**src/rtl/branch_predict_unit_if.sv**
```systemverilog
// Bundle of fetch-prediction and branch-resolve signals for branch_predict_unit.
// The master side (pipeline) drives PCs and operands; the slave side (the unit)
// returns the prediction and the registered resolve results.
interface branch_predict_unit_if #(
    parameter int XLEN = 32
);
    // Fetch-side lookup
    logic [XLEN-1:0] fetch_pc;
    logic            fetch_pred_taken;

    // Resolve request
    logic            res_valid;
    logic [XLEN-1:0] res_pc;
    logic [2:0]      res_func3;
    logic [XLEN-1:0] res_rs1;
    logic [XLEN-1:0] res_rs2;
    logic            res_pred_taken;

    // Registered resolve results
    logic            out_valid;
    logic            out_taken;
    logic            out_mispredict;
    logic            out_illegal;
    logic [31:0]     mispredict_count;

    modport master (
        output fetch_pc,
        output res_valid,
        output res_pc,
        output res_func3,
        output res_rs1,
        output res_rs2,
        output res_pred_taken,
        input  fetch_pred_taken,
        input  out_valid,
        input  out_taken,
        input  out_mispredict,
        input  out_illegal,
        input  mispredict_count
    );

    modport slave (
        input  fetch_pc,
        input  res_valid,
        input  res_pc,
        input  res_func3,
        input  res_rs1,
        input  res_rs2,
        input  res_pred_taken,
        output fetch_pred_taken,
        output out_valid,
        output out_taken,
        output out_mispredict,
        output out_illegal,
        output mispredict_count
    );
endinterface

```
**src/rtl/branch_predict_unit.sv**
```systemverilog
// Branch resolution and prediction unit.
// Resolves the six RISC-V conditional branches straight from the register
// operands, registers the outcome one cycle later, flags mispredictions against
// the prediction carried down the pipe and trains a table of 2-bit saturating
// counters that the fetch stage reads combinationally.
module branch_predict_unit #(
    parameter int XLEN      = 32,
    parameter int BHT_DEPTH = 16
) (
    input  logic                   clk,
    input  logic                   rst,
    branch_predict_unit_if.slave   bus
);
    localparam int IDX_W = $clog2(BHT_DEPTH);

    // Counter encodings: 00 strong NT, 01 weak NT, 10 weak T, 11 strong T.
    localparam logic [1:0] CTR_RESET = 2'b01;
    localparam logic [1:0] CTR_MAX   = 2'b11;
    localparam logic [1:0] CTR_MIN   = 2'b00;

    // Table index: word-aligned PC bits just above the byte offset.
    logic [IDX_W-1:0] fetch_idx;
    logic [IDX_W-1:0] res_idx;

    assign fetch_idx = bus.fetch_pc[IDX_W+1:2];
    assign res_idx   = bus.res_pc[IDX_W+1:2];

    // PC bits outside the index field play no part in prediction.
    logic unused_pc_bits;
    assign unused_pc_bits = ^{bus.fetch_pc[XLEN-1:IDX_W+2], bus.fetch_pc[1:0],
                              bus.res_pc[XLEN-1:IDX_W+2],   bus.res_pc[1:0]};

    // ------------------------------------------------------------------
    // Branch condition evaluation
    // ------------------------------------------------------------------
    logic ops_eq;
    logic ops_lt_s;
    logic ops_lt_u;

    assign ops_eq   = (bus.res_rs1 == bus.res_rs2);
    assign ops_lt_s = ($signed(bus.res_rs1) < $signed(bus.res_rs2));
    assign ops_lt_u = (bus.res_rs1 < bus.res_rs2);

    logic taken_raw;
    logic illegal_raw;

    // Decode funct3 into an outcome; the two reserved encodings are illegal and never taken.
    always_comb begin
        taken_raw   = 1'b0;
        illegal_raw = 1'b0;
        unique case (bus.res_func3)
            3'b000:  taken_raw = ops_eq;
            3'b001:  taken_raw = ~ops_eq;
            3'b100:  taken_raw = ops_lt_s;
            3'b101:  taken_raw = ~ops_lt_s;
            3'b110:  taken_raw = ops_lt_u;
            3'b111:  taken_raw = ~ops_lt_u;
            default: illegal_raw = 1'b1;
        endcase
    end

    // ------------------------------------------------------------------
    // Counter table
    // ------------------------------------------------------------------
    logic [1:0] bht_rd [BHT_DEPTH];
    logic       train_en;
    logic [1:0] train_cur;
    logic [1:0] train_ctr_d;

    assign train_en  = bus.res_valid & ~illegal_raw;
    assign train_cur = bht_rd[res_idx];

    // Saturating step of the counter addressed by the resolving branch.
    always_comb begin
        train_ctr_d = train_cur;
        if (taken_raw) begin
            if (train_cur != CTR_MAX) begin
                train_ctr_d = train_cur + 2'd1;
            end
        end else begin
            if (train_cur != CTR_MIN) begin
                train_ctr_d = train_cur - 2'd1;
            end
        end
    end

    genvar gi;
    generate
        for (gi = 0; gi < BHT_DEPTH; gi++) begin : g_bht
            logic [1:0] ctr_q;
            logic       hit;

            assign hit       = train_en && (res_idx == IDX_W'(gi));
            assign bht_rd[gi] = ctr_q;

            // One counter per entry; only the addressed entry moves on a legal resolve.
            always_ff @(posedge clk) begin
                if (rst) begin
                    ctr_q <= CTR_RESET;
                end else if (hit) begin
                    ctr_q <= train_ctr_d;
                end
            end
        end
    endgenerate

    // Fetch reads the stored value directly, so a same-cycle update is not forwarded.
    assign bus.fetch_pred_taken = bht_rd[fetch_idx][1];

    // ------------------------------------------------------------------
    // Registered resolve results
    // ------------------------------------------------------------------
    logic        out_valid_q,      out_valid_d;
    logic        out_taken_q,      out_taken_d;
    logic        out_mispredict_q, out_mispredict_d;
    logic        out_illegal_q,    out_illegal_d;
    logic [31:0] mp_count_q,       mp_count_d;

    // Next-state of the result fields; idle cycles clear every flag.
    always_comb begin
        out_valid_d      = bus.res_valid;
        out_taken_d      = bus.res_valid & taken_raw;
        out_illegal_d    = bus.res_valid & illegal_raw;
        out_mispredict_d = train_en & (taken_raw != bus.res_pred_taken);
        mp_count_d       = mp_count_q;
        if (out_mispredict_d && (mp_count_q != 32'hFFFF_FFFF)) begin
            mp_count_d = mp_count_q + 32'd1;
        end
    end

    // Result register; reset takes priority over a simultaneous resolve.
    always_ff @(posedge clk) begin
        if (rst) begin
            out_valid_q      <= 1'b0;
            out_taken_q      <= 1'b0;
            out_mispredict_q <= 1'b0;
            out_illegal_q    <= 1'b0;
            mp_count_q       <= 32'd0;
        end else begin
            out_valid_q      <= out_valid_d;
            out_taken_q      <= out_taken_d;
            out_mispredict_q <= out_mispredict_d;
            out_illegal_q    <= out_illegal_d;
            mp_count_q       <= mp_count_d;
        end
    end

    assign bus.out_valid        = out_valid_q;
    assign bus.out_taken        = out_taken_q;
    assign bus.out_mispredict   = out_mispredict_q;
    assign bus.out_illegal      = out_illegal_q;
    assign bus.mispredict_count = mp_count_q;

endmodule
```
**src/flat_wrapper.sv**
```systemverilog
// flat-port wrapper written by rule: the top's interface ports become plain ports
module branch_predict_unit_flat 
#(
    parameter int XLEN      = 32,
    parameter int BHT_DEPTH = 16
)
  (clk, rst, bus_fetch_pc, bus_res_valid, bus_res_pc, bus_res_func3, bus_res_rs1, bus_res_rs2, bus_res_pred_taken, bus_fetch_pred_taken, bus_out_valid, bus_out_taken, bus_out_mispredict, bus_out_illegal, bus_mispredict_count);
  branch_predict_unit_if #(.XLEN(XLEN)) bus_i ();
  input  logic clk;
  input  logic rst;
  input wire logic [$bits(bus_i.fetch_pc)-1:0] bus_fetch_pc;
  input wire logic [$bits(bus_i.res_valid)-1:0] bus_res_valid;
  input wire logic [$bits(bus_i.res_pc)-1:0] bus_res_pc;
  input wire logic [$bits(bus_i.res_func3)-1:0] bus_res_func3;
  input wire logic [$bits(bus_i.res_rs1)-1:0] bus_res_rs1;
  input wire logic [$bits(bus_i.res_rs2)-1:0] bus_res_rs2;
  input wire logic [$bits(bus_i.res_pred_taken)-1:0] bus_res_pred_taken;
  output wire logic [$bits(bus_i.fetch_pred_taken)-1:0] bus_fetch_pred_taken;
  output wire logic [$bits(bus_i.out_valid)-1:0] bus_out_valid;
  output wire logic [$bits(bus_i.out_taken)-1:0] bus_out_taken;
  output wire logic [$bits(bus_i.out_mispredict)-1:0] bus_out_mispredict;
  output wire logic [$bits(bus_i.out_illegal)-1:0] bus_out_illegal;
  output wire logic [$bits(bus_i.mispredict_count)-1:0] bus_mispredict_count;
  assign bus_i.fetch_pc = bus_fetch_pc;
  assign bus_i.res_valid = bus_res_valid;
  assign bus_i.res_pc = bus_res_pc;
  assign bus_i.res_func3 = bus_res_func3;
  assign bus_i.res_rs1 = bus_res_rs1;
  assign bus_i.res_rs2 = bus_res_rs2;
  assign bus_i.res_pred_taken = bus_res_pred_taken;
  assign bus_fetch_pred_taken = bus_i.fetch_pred_taken;
  assign bus_out_valid = bus_i.out_valid;
  assign bus_out_taken = bus_i.out_taken;
  assign bus_out_mispredict = bus_i.out_mispredict;
  assign bus_out_illegal = bus_i.out_illegal;
  assign bus_mispredict_count = bus_i.mispredict_count;
  branch_predict_unit #(.XLEN(XLEN), .BHT_DEPTH(BHT_DEPTH)) u_core (.clk(clk), .rst(rst), .bus(bus_i));
endmodule
```
**config.mk**
```make
export PLATFORM = sky130hd
export DESIGN_NAME = branch_predict_unit_flat
export DESIGN_NICKNAME = d
export VERILOG_FILES = /design/src/rtl/branch_predict_unit_if.sv /design/src/rtl/branch_predict_unit.sv /design/src/flat_wrapper.sv
export SDC_FILE = /design/constraint.sdc
export NUM_CORES = 1
export LEC_CHECK = 0
export CAP_MARGIN = 20
export CORE_UTILIZATION = 48
export DETAILED_ROUTE_END_ITERATION = 12
export GPL_TIMING_DRIVEN = 0
export PLACE_DENSITY = 0.85
export SYNTH_ARGS = -nofsm -noshare
export SYNTH_HDL_FRONTEND = slang
export SYNTH_SLANG_ARGS = --single-unit
```
**constraint.sdc**
```tcl
create_clock -name clk -period 7.95 [get_ports clk]
set_clock_uncertainty 0.1 [all_clocks]
set_input_delay 1.1925 -clock clk [delete_from_list [all_inputs] [get_ports clk]]
set_output_delay 1.1925 -clock clk [all_outputs]
set_load 0.1 [all_outputs]
```
==> metrics.md, run 1 <==
| Metric | Value |
|---|---|
| Setup crit end kind | output pin |
| Setup repair after global routing missed its margin | no |
| WP buf/inv | 2 |
| Crit path max-delay cell type | sky130_fd_sc_hd__clkdlybuf4s50_1 |
| CTS root buf | sky130_fd_sc_hd__clkbuf_8 |
| Switching Power | around 0.00023 W |
| Remaining routing DRC violations | 0 |
| GRT Overall Usage | around 26% |
| Nets | 810 |
| Required time of the critical path | around 6700 ps |
| XOR/XNOR share of the synthesized area | less than 1% |
| Proportion of layout cells with a drive suffix above 1 | around 11% |
| Hold Slack | slightly below 400 ps |
| Post-Synthesis Mean Instance Area | between 8 and 9 µm² |
| Cell Area, Synth | 4530 µm² |
| Count of state elements after synthesis | just under 70 |
| CTS tree | yes |
| Distinct cells, synth | between 40 and 50 |
| Timing-limited maximum frequency | around 0.20 GHz |
| Main combinational cell family by area after synthesis | simple AND/OR/NAND/NOR gates |
| Effective utilization at floorplan | roughly half |
| Count of inserted antenna diode cells | 0 |
| Power per cell area | roughly 130 nW/µm² |
| Max-slew violation count | 0 |
| Detailed-routing iteration count for the pre-antenna-repair pass | 5 |
| Data arrival, critical path | 3810 ps |
| Mux contribution to synthesized area | 11.7% |
| Clock share of power | between 30% and 40% |
| Maximum number of pins on one net before global-route repair | 11 |
| Switching Share | around 29% |
| Via density per instance | 6.00 |
| Hold/Removal Path Class | reg2reg |
| Total vias in the final route | about 4500 |
| Status | finished clean |
| Clock transition at the registers of the reported paths | about 60 ps |
| Average routed wire per standard cell | ~16 µm |
| Buffers added on ports | 114 |
| Die width | 99.1 µm |
| End-of-flow core utilization | 65.0% |
| Final instance area | between 5000 and 6000 µm² |
| Detailed Route Iter0 Violations | 296 |
| Startpoint type of the worst setup path | primary input |
| Maximum level of the CTS H-tree | 3 |
| Sequential area share after synthesis | around 30% |
| Synthesized netlist cell count | between 500 and 600 |
| Area fraction in compound gates after synthesis | between 10% and 20% |
| Clock tree sinks | slightly below 70 |
| Global-route wire length before repair | 20.1 mm |
| Filler cell count | approximately 740 |
| Worst-skew pair later-pin latency | approximately 350 ps |
| Transition time at the pin with the least slew margin | slightly above 1000 ps |
| Highest net fanout along the worst path | 4 |
| Share of total power in sequential cells | between 40% and 50% |
| Hold_buf cts | 0 |
| Slew margin rel. | between 30% and 40% |
| Clock period minus final worst setup slack | between 5000 and 6000 ps |
| List of cells traversed by the critical path | clkdlybuf4s50_1, mux4_2, mux4_2, clkdlybuf4s50_1 |
| Warnings from Yosys | 0 |
| Period Utilization, post-route | between 60% and 70% |
| Synthesized net count | between 600 and 700 |
| Peak ir drop on the vdd network | 0.0724 mV |
| Pleak | between 2 and 2.5 nW |
| Max-cap violations | 0 |
| Core Rows | 35 |
| Count of buffers added by post-CTS timing repair for setup | 0 |
| Layout overhead on the synthesized area | 32.0% |
| Hold Fails Final Rpt | 0 |
| Number of buffers between clock root and the deepest sink | 2 |
| Detailed placement HPWL | ~9.4 mm |
| Comb pwr share | 23.2% |
| Final number of setup-violating endpoints | 0 |
| Number of top-level pins | between 150 and 200 |
| Vias in the first global route | about 4400 |
| Overall die height | 99.1 µm |
| Overall overflow remaining after global route | 0 |
| Core area | 9200 µm² |
| Worst setup path class | in2out |
| Adder-cell area share of the yosys netlist | a little under a tenth |
| Placed cell areas | a little under 6000 µm² |
| Largest stage delay on the critical path | about 970 ps |
| Internal power contribution | 0.000555 W |
| TritonCTS Buffers | 9 |
| Weighted congestion reported at the end of routability-driven placement | 0.880 |
| Number of nets with antenna violations after routing | 0 |
| Quantity of gates resized following cts | 0 |
| Sum of routed wire length over all layers | 12.1 mm |
| Antenna violations before repair | 0 |
| Final total negative setup slack | 0 ps |
| Worst path top cell family by delay | buffers and inverters |
| Overall die area | roughly 10000 µm² |
| Simple-Gate Fraction of Synth Area | about 30% |
-- worst reg2reg max path, stage by stage (launching register included) --
cell	delay (ps)
sky130_fd_sc_hd__dfxtp_1	450
sky130_fd_sc_hd__ha_1	260
sky130_fd_sc_hd__nand3_1	230
sky130_fd_sc_hd__or3_1	460
sky130_fd_sc_hd__nor3_2	510
sky130_fd_sc_hd__or3_1	310
sky130_fd_sc_hd__buf_2	280
sky130_fd_sc_hd__nor3_2	90
sky130_fd_sc_hd__mux2_4	300
-- power groups by stage --
| stage | registers [W] | logic [W] | clock network, W |
|---|---|---|---|
| after detailed placement | 0.000357 | 0.000180 | 0 |
| after global routing | 0.000349 | 0.000198 | 0.000271 |
| final | 0.000349 | 0.000182 | 0.000253 |
| after CTS | 0.000349 | 0.000182 | 0.000254 |
| after global placement | 0.000356 | 0.000175 | 0 |
| after floorplan | 0.000369 | 0.0000951 | 0 |
-- per-stage QoR --
step                      power, W  setup slack, ps  cells
after global routing      0.000818             2770    757
after detailed placement  0.000537             2830    742
after floorplan           0.000464             3860    517
final                     0.000784             2850    757
after CTS                 0.000784             2820    757
after global placement    0.000532             2840    742
-- metal layers --
layer	routed length, µm	share of wire, %	track usage [%]	vias up
met4	333	2.7	11.5	0
met3	1060	8.7	6.11	43
met5	0	0	0	-
met2	5890	49	44.8	262
li1	-	-	-	2160
met1	4830	40	30.0	2075
-- path summary, 6_finish.rpt --
kind / from / end / slack (ps) / cells after the start
setup reg to reg: u_core.bus.mispredict_count[1] / u_core.bus.mispredict_count[19] / 4860 / 8
hold / removal: u_core.g_bht[5].ctr_q[0] / u_core.g_bht[5].ctr_q[0] / 390 / 2
hold reg to reg: u_core.g_bht[5].ctr_q[0] / u_core.g_bht[5].ctr_q[0] / 390 / 2
setup / recovery: bus_fetch_pc[2] / bus_fetch_pred_taken / 2850 / 4
-- Yosys cell counts, drive strengths merged --
master / number / area [µm²]
o211ai: 2 / 15.0
nor2b: 24 / 150
and3: 4 / 25.0
a22o: 2 / 17.5
mux4: 13 / 293
or3: 7 / 43.8
xnor2: 2 / 17.5
a211oi: 17 / 128
nor2: 66 / 248
or4b: 1 / 10.0
or4: 18 / 139
a21oi: 29 / 149
clkbuf: 15 / 56.3
a221oi: 4 / 35.0
dfxtp: 68 / 1360
and2: 2 / 12.5
maj3: 1 / 10.0
a211o: 5 / 43.8
o31ai: 13 / 97.6
o21ai: 6 / 30.0
a221o: 1 / 10.0
nand2b: 8 / 50.1
inv: 34 / 128
mux2i: 2 / 20.0
buf: 12 / 92.6
a31oi: 1 / 21.3
nand3: 20 / 105
nor3: 31 / 221
xor2: 1 / 16.3
nand2: 20 / 75.1
ha: 33 / 413
nand4: 18 / 119
nor4: 16 / 115
mux2: 16 / 218
or2: 1 / 6.26
and4: 3 / 26.3
a21o: 1 / 7.51
-- cell families after synthesis --
group | count (synthesis)
buf+inv | 61
simple gates | 239
mux | 31
fa+ha+maj | 34
flops | 68
xor+xnor | 3
compound gates | 81
-- state kept, by name (all words and copies together) (netlist names) --
name / flops
u_core.bus.mispredict_count: 32
u_core.g_bht.ctr_q: 32
u_core.bus.out_illegal: 1
u_core.bus.out_mispredict: 1
u_core.bus.out_taken: 1
u_core.bus.out_valid: 1
-- cells in the final DEF (no fill, tap or decap), types with 11 or more instances in the layout --
master,synthesis,layout
sky130_fd_sc_hd__nand3_1,19,19
sky130_fd_sc_hd__nand2_1,20,20
sky130_fd_sc_hd__nor3_1,19,19
sky130_fd_sc_hd__inv_1,34,34
sky130_fd_sc_hd__nor4_1,15,15
sky130_fd_sc_hd__nand4_1,17,17
sky130_fd_sc_hd__o31ai_1,13,13
sky130_fd_sc_hd__nor3_2,11,11
sky130_fd_sc_hd__dfxtp_1,68,68
sky130_fd_sc_hd__a211oi_1,17,17
sky130_fd_sc_hd__clkbuf_1,15,17
sky130_fd_sc_hd__mux4_2,13,13
sky130_fd_sc_hd__nor2_1,66,66
sky130_fd_sc_hd__clkbuf_8,0,11
sky130_fd_sc_hd__or4_1,17,17
sky130_fd_sc_hd__nor2b_1,24,24
sky130_fd_sc_hd__ha_1,33,33
sky130_fd_sc_hd__a21oi_1,28,28
sky130_fd_sc_hd__clkdlybuf4s50_1,0,114
-- cell type report --
cell class	instances	area [µm²]	share of cell area, %
buffer	27	149	2.49
clock buffer	13	159	2.66
clock inverter	2	10.0	0.168
inverter	34	128	2.14
multi-input combinational	388	2890	48.3
sequential	68	1360	22.8
tap	111	139	2.32
timing repair buffer	114	1140	19.1
Power figures use the tool's default switching activity.
==> run 2: changes to the inputs <==
Settings changed: CORE_UTILIZATION 48 to 45, PLACE_DENSITY 0.85 to 0.81.
Clock period 7.95 ns to 5.17 ns, I/O delays scaled along.
==> metrics.md, run 2 (same netlist as run 1, synthesis figures left out) <==
| Metric | Value |
|---|---|
| Status | finished clean |
| Average routed wire per standard cell | 15.7 µm (-1.9%) |
| Pleak | 2.17 nW (+0.21%) |
| Maximum number of pins on one net before global-route repair | 11 (unchanged) |
| Number of top-level pins | 172 (unchanged) |
| Critical R2R Launch | u_core.bus.mispredict_count[0] |
| Core Rows | 36 (+2.9%) |
| Setup crit end kind | output pin |
| Layout overhead on the synthesized area | 32.9% |
| CTS root buf | sky130_fd_sc_hd__clkbuf_8 |
| Number of nets with antenna violations after routing | 0 (unchanged) |
| Maximum level of the CTS H-tree | 3 (unchanged) |
| Antenna violations before repair | 0 (unchanged) |
| Setup WS pre-CTS | 753 ps (-2070 ps) |
| Clock period minus final worst setup slack | 4250 ps |
| Path depth of the worst reg2reg path | 8 (unchanged) |
| Critical path capture point | bus_fetch_pred_taken |
| GRT Overall Usage | 24.3% (-1.3 points) |
| Setup repair after global routing missed its margin | no |
| Top library cells by usage in the layout, fill and taps aside | sky130_fd_sc_hd__clkdlybuf4s50_1, sky130_fd_sc_hd__dfxtp_1, sky130_fd_sc_hd__nor2_1 |
| Effective utilization at floorplan | 46.3% (-2.9 points) |
| Sum of routed wire length over all layers | 12.2 mm (+1.1%) |
| TritonCTS Buffers | 9 (unchanged) |
| Total vias in the final route | 4597 (+1.3%) |
| Worst setup path class | in2out |
| Slew margin rel. | 32.9% (+1.1 points) |
| Detailed Route Iter0 Violations | 348 (+18%) |
| Remaining routing DRC violations | 0 (unchanged) |
| Core area | 9770 µm² (+6.3%) |
| Worst-skew pair later-pin latency | 360 ps (about the same) |
| Detailed-routing iteration count for the pre-antenna-repair pass | 5 (unchanged) |
| Detailed placement HPWL | 9.56 mm (+2.1%) |
| CTS tree | yes |
| Count of inserted antenna diode cells | 0 (unchanged) |
| Startpoint type of the worst setup path | primary input |
| Power per cell area | 204 nW/µm² (+56%) |
| Weighted congestion reported at the end of routability-driven placement | 0.872 (-0.85%) |
| Period Utilization, post-route | 82.1% |
| Highest net fanout along the worst path | 4 (unchanged) |
| Most frequent standard cell in the layout excluding fill and tap cells | sky130_fd_sc_hd__clkdlybuf4s50_1 |
| Final total negative setup slack | 0 ps (unchanged) |
| Overall die area | 10500 µm² (+6.5%) |
| Buffers added on ports | 114 (unchanged) |
| Overall Power | 0.00123 W (+57%) |
| Proportion of layout cells with a drive suffix above 1 | 11.3% (-0.017 points) |
| Peak ir drop on the vdd network | 0.146 mV (+100%) |
| Global-route wire length before repair | 19.6 mm (-2.7%) |
| List of cells traversed by the critical path | clkdlybuf4s50_1, mux4_2, mux4_2, clkdlybuf4s50_1 |
| Endpoint of the lowest-slack register-to-register path | u_core.bus.mispredict_count[17] |
| Quantity of gates resized following cts | 0 (unchanged) |
| Worst setup slack for register-to-register paths | 2010 ps (-2850 ps) |
| Timing-limited maximum frequency | 0.235 GHz |
| Hold Fails Final Rpt | 0 (unchanged) |
| Die width | 102 µm (+3.2%) |
| Fin worst setup slack | 924 ps (-1920 ps) |
| Overall overflow remaining after global route | 0 (unchanged) |
| Crit path max-delay cell type | sky130_fd_sc_hd__clkdlybuf4s50_1 |
| Data arrival, critical path | 3370 ps (-440 ps) |
| Required time of the critical path | 4290 ps (-2370 ps) |
| Count of buffers added by post-CTS timing repair for setup | 0 (unchanged) |
| Number of buffers between clock root and the deepest sink | 2 (unchanged) |
| Nets | 810 (unchanged) |
| Hold Slack | 389 ps (+0.232 ps) |
| Clock tree sinks | 68 (unchanged) |
| Overall die height | 102 µm (+3.2%) |
| Via density per instance | 5.89 (-1.7%) |
| Max-slew violation count | 0 (unchanged) |
| Worst Setup SP | bus_fetch_pc[2] |
| Transition time at the pin with the least slew margin | 1000 ps (-15.7 ps) |
| Max-cap violations | 0 (unchanged) |
| Hold/Removal Path Class | reg2reg |
| Clock transition at the registers of the reported paths | 70 ps (about the same) |
| Hold_buf cts | 0 (unchanged) |
| Final number of setup-violating endpoints | 0 (unchanged) |
| Vias in the first global route | 4300 (-3.0%) |
| Largest stage delay on the critical path | 970 ps (about the same) |
run 2: per-layer routing:
| metal | vias up | global-route usage [%] | part of all wire [%] |
|---|---|---|---|
| li1 | 2166 | - | - |
| met1 | 2170 | 29.3 | 40 |
| met2 | 234 | 39.8 | 49 |
| met3 | 27 | 7.18 | 9.0 |
| met4 | 0 | 11.4 | 2.2 |
| met5 | - | 0 | 0 |
run 2: cell type report:
cell class | instances | area, µm²
Fill cell | 822 | 3760
Buffer | 27 | 149
Tap cell | 133 | 166
Clock buffer | 15 | 176
Sequential cell | 68 | 1360
Inverter | 34 | 128
Multi-Input combinational cell | 388 | 2890
Timing Repair Buffer | 114 | 1140
Clock inverter | 1 | 5.00
run 2: metrics by stage:
stage               util, %  std cells  instance area (µm²)
detailed placement     59.7        764                 5830
global placement       59.7        764                 5830
floorplan                 -        517                 4530
finish                 61.5        780                 6010
global route           61.5        780                 6010
CTS                    61.5        780                 6010
run 2: power by group:
group / switching (W) / internal (W)
registers: 0.00000572 / 0.000531
logic: 0.000153 / 0.000126
clock network: 0.000199 / 0.000214
total: 0.000358 / 0.000871
run 2: worst min-delay path by stage:
stage	start	depth (start not counted)	to
floorplan	u_core.g_bht[0].ctr_q[0]	2	u_core.g_bht[0].ctr_q[0]
detailed placement	u_core.g_bht[0].ctr_q[0]	2	u_core.g_bht[0].ctr_q[0]
global route	u_core.g_bht[0].ctr_q[0]	2	u_core.g_bht[0].ctr_q[0]
finish	u_core.g_bht[0].ctr_q[0]	2	u_core.g_bht[0].ctr_q[0]
CTS	u_core.g_bht[0].ctr_q[0]	2	u_core.g_bht[0].ctr_q[0]
global placement	u_core.g_bht[5].ctr_q[0]	2	u_core.g_bht[5].ctr_q[0]
run 2: critical path, delay by kind of cell:
| family | cells | cell delay (ps) |
|---|---|---|
| buffers and inverters | 2 | 1590 |
| muxes | 2 | 990 |
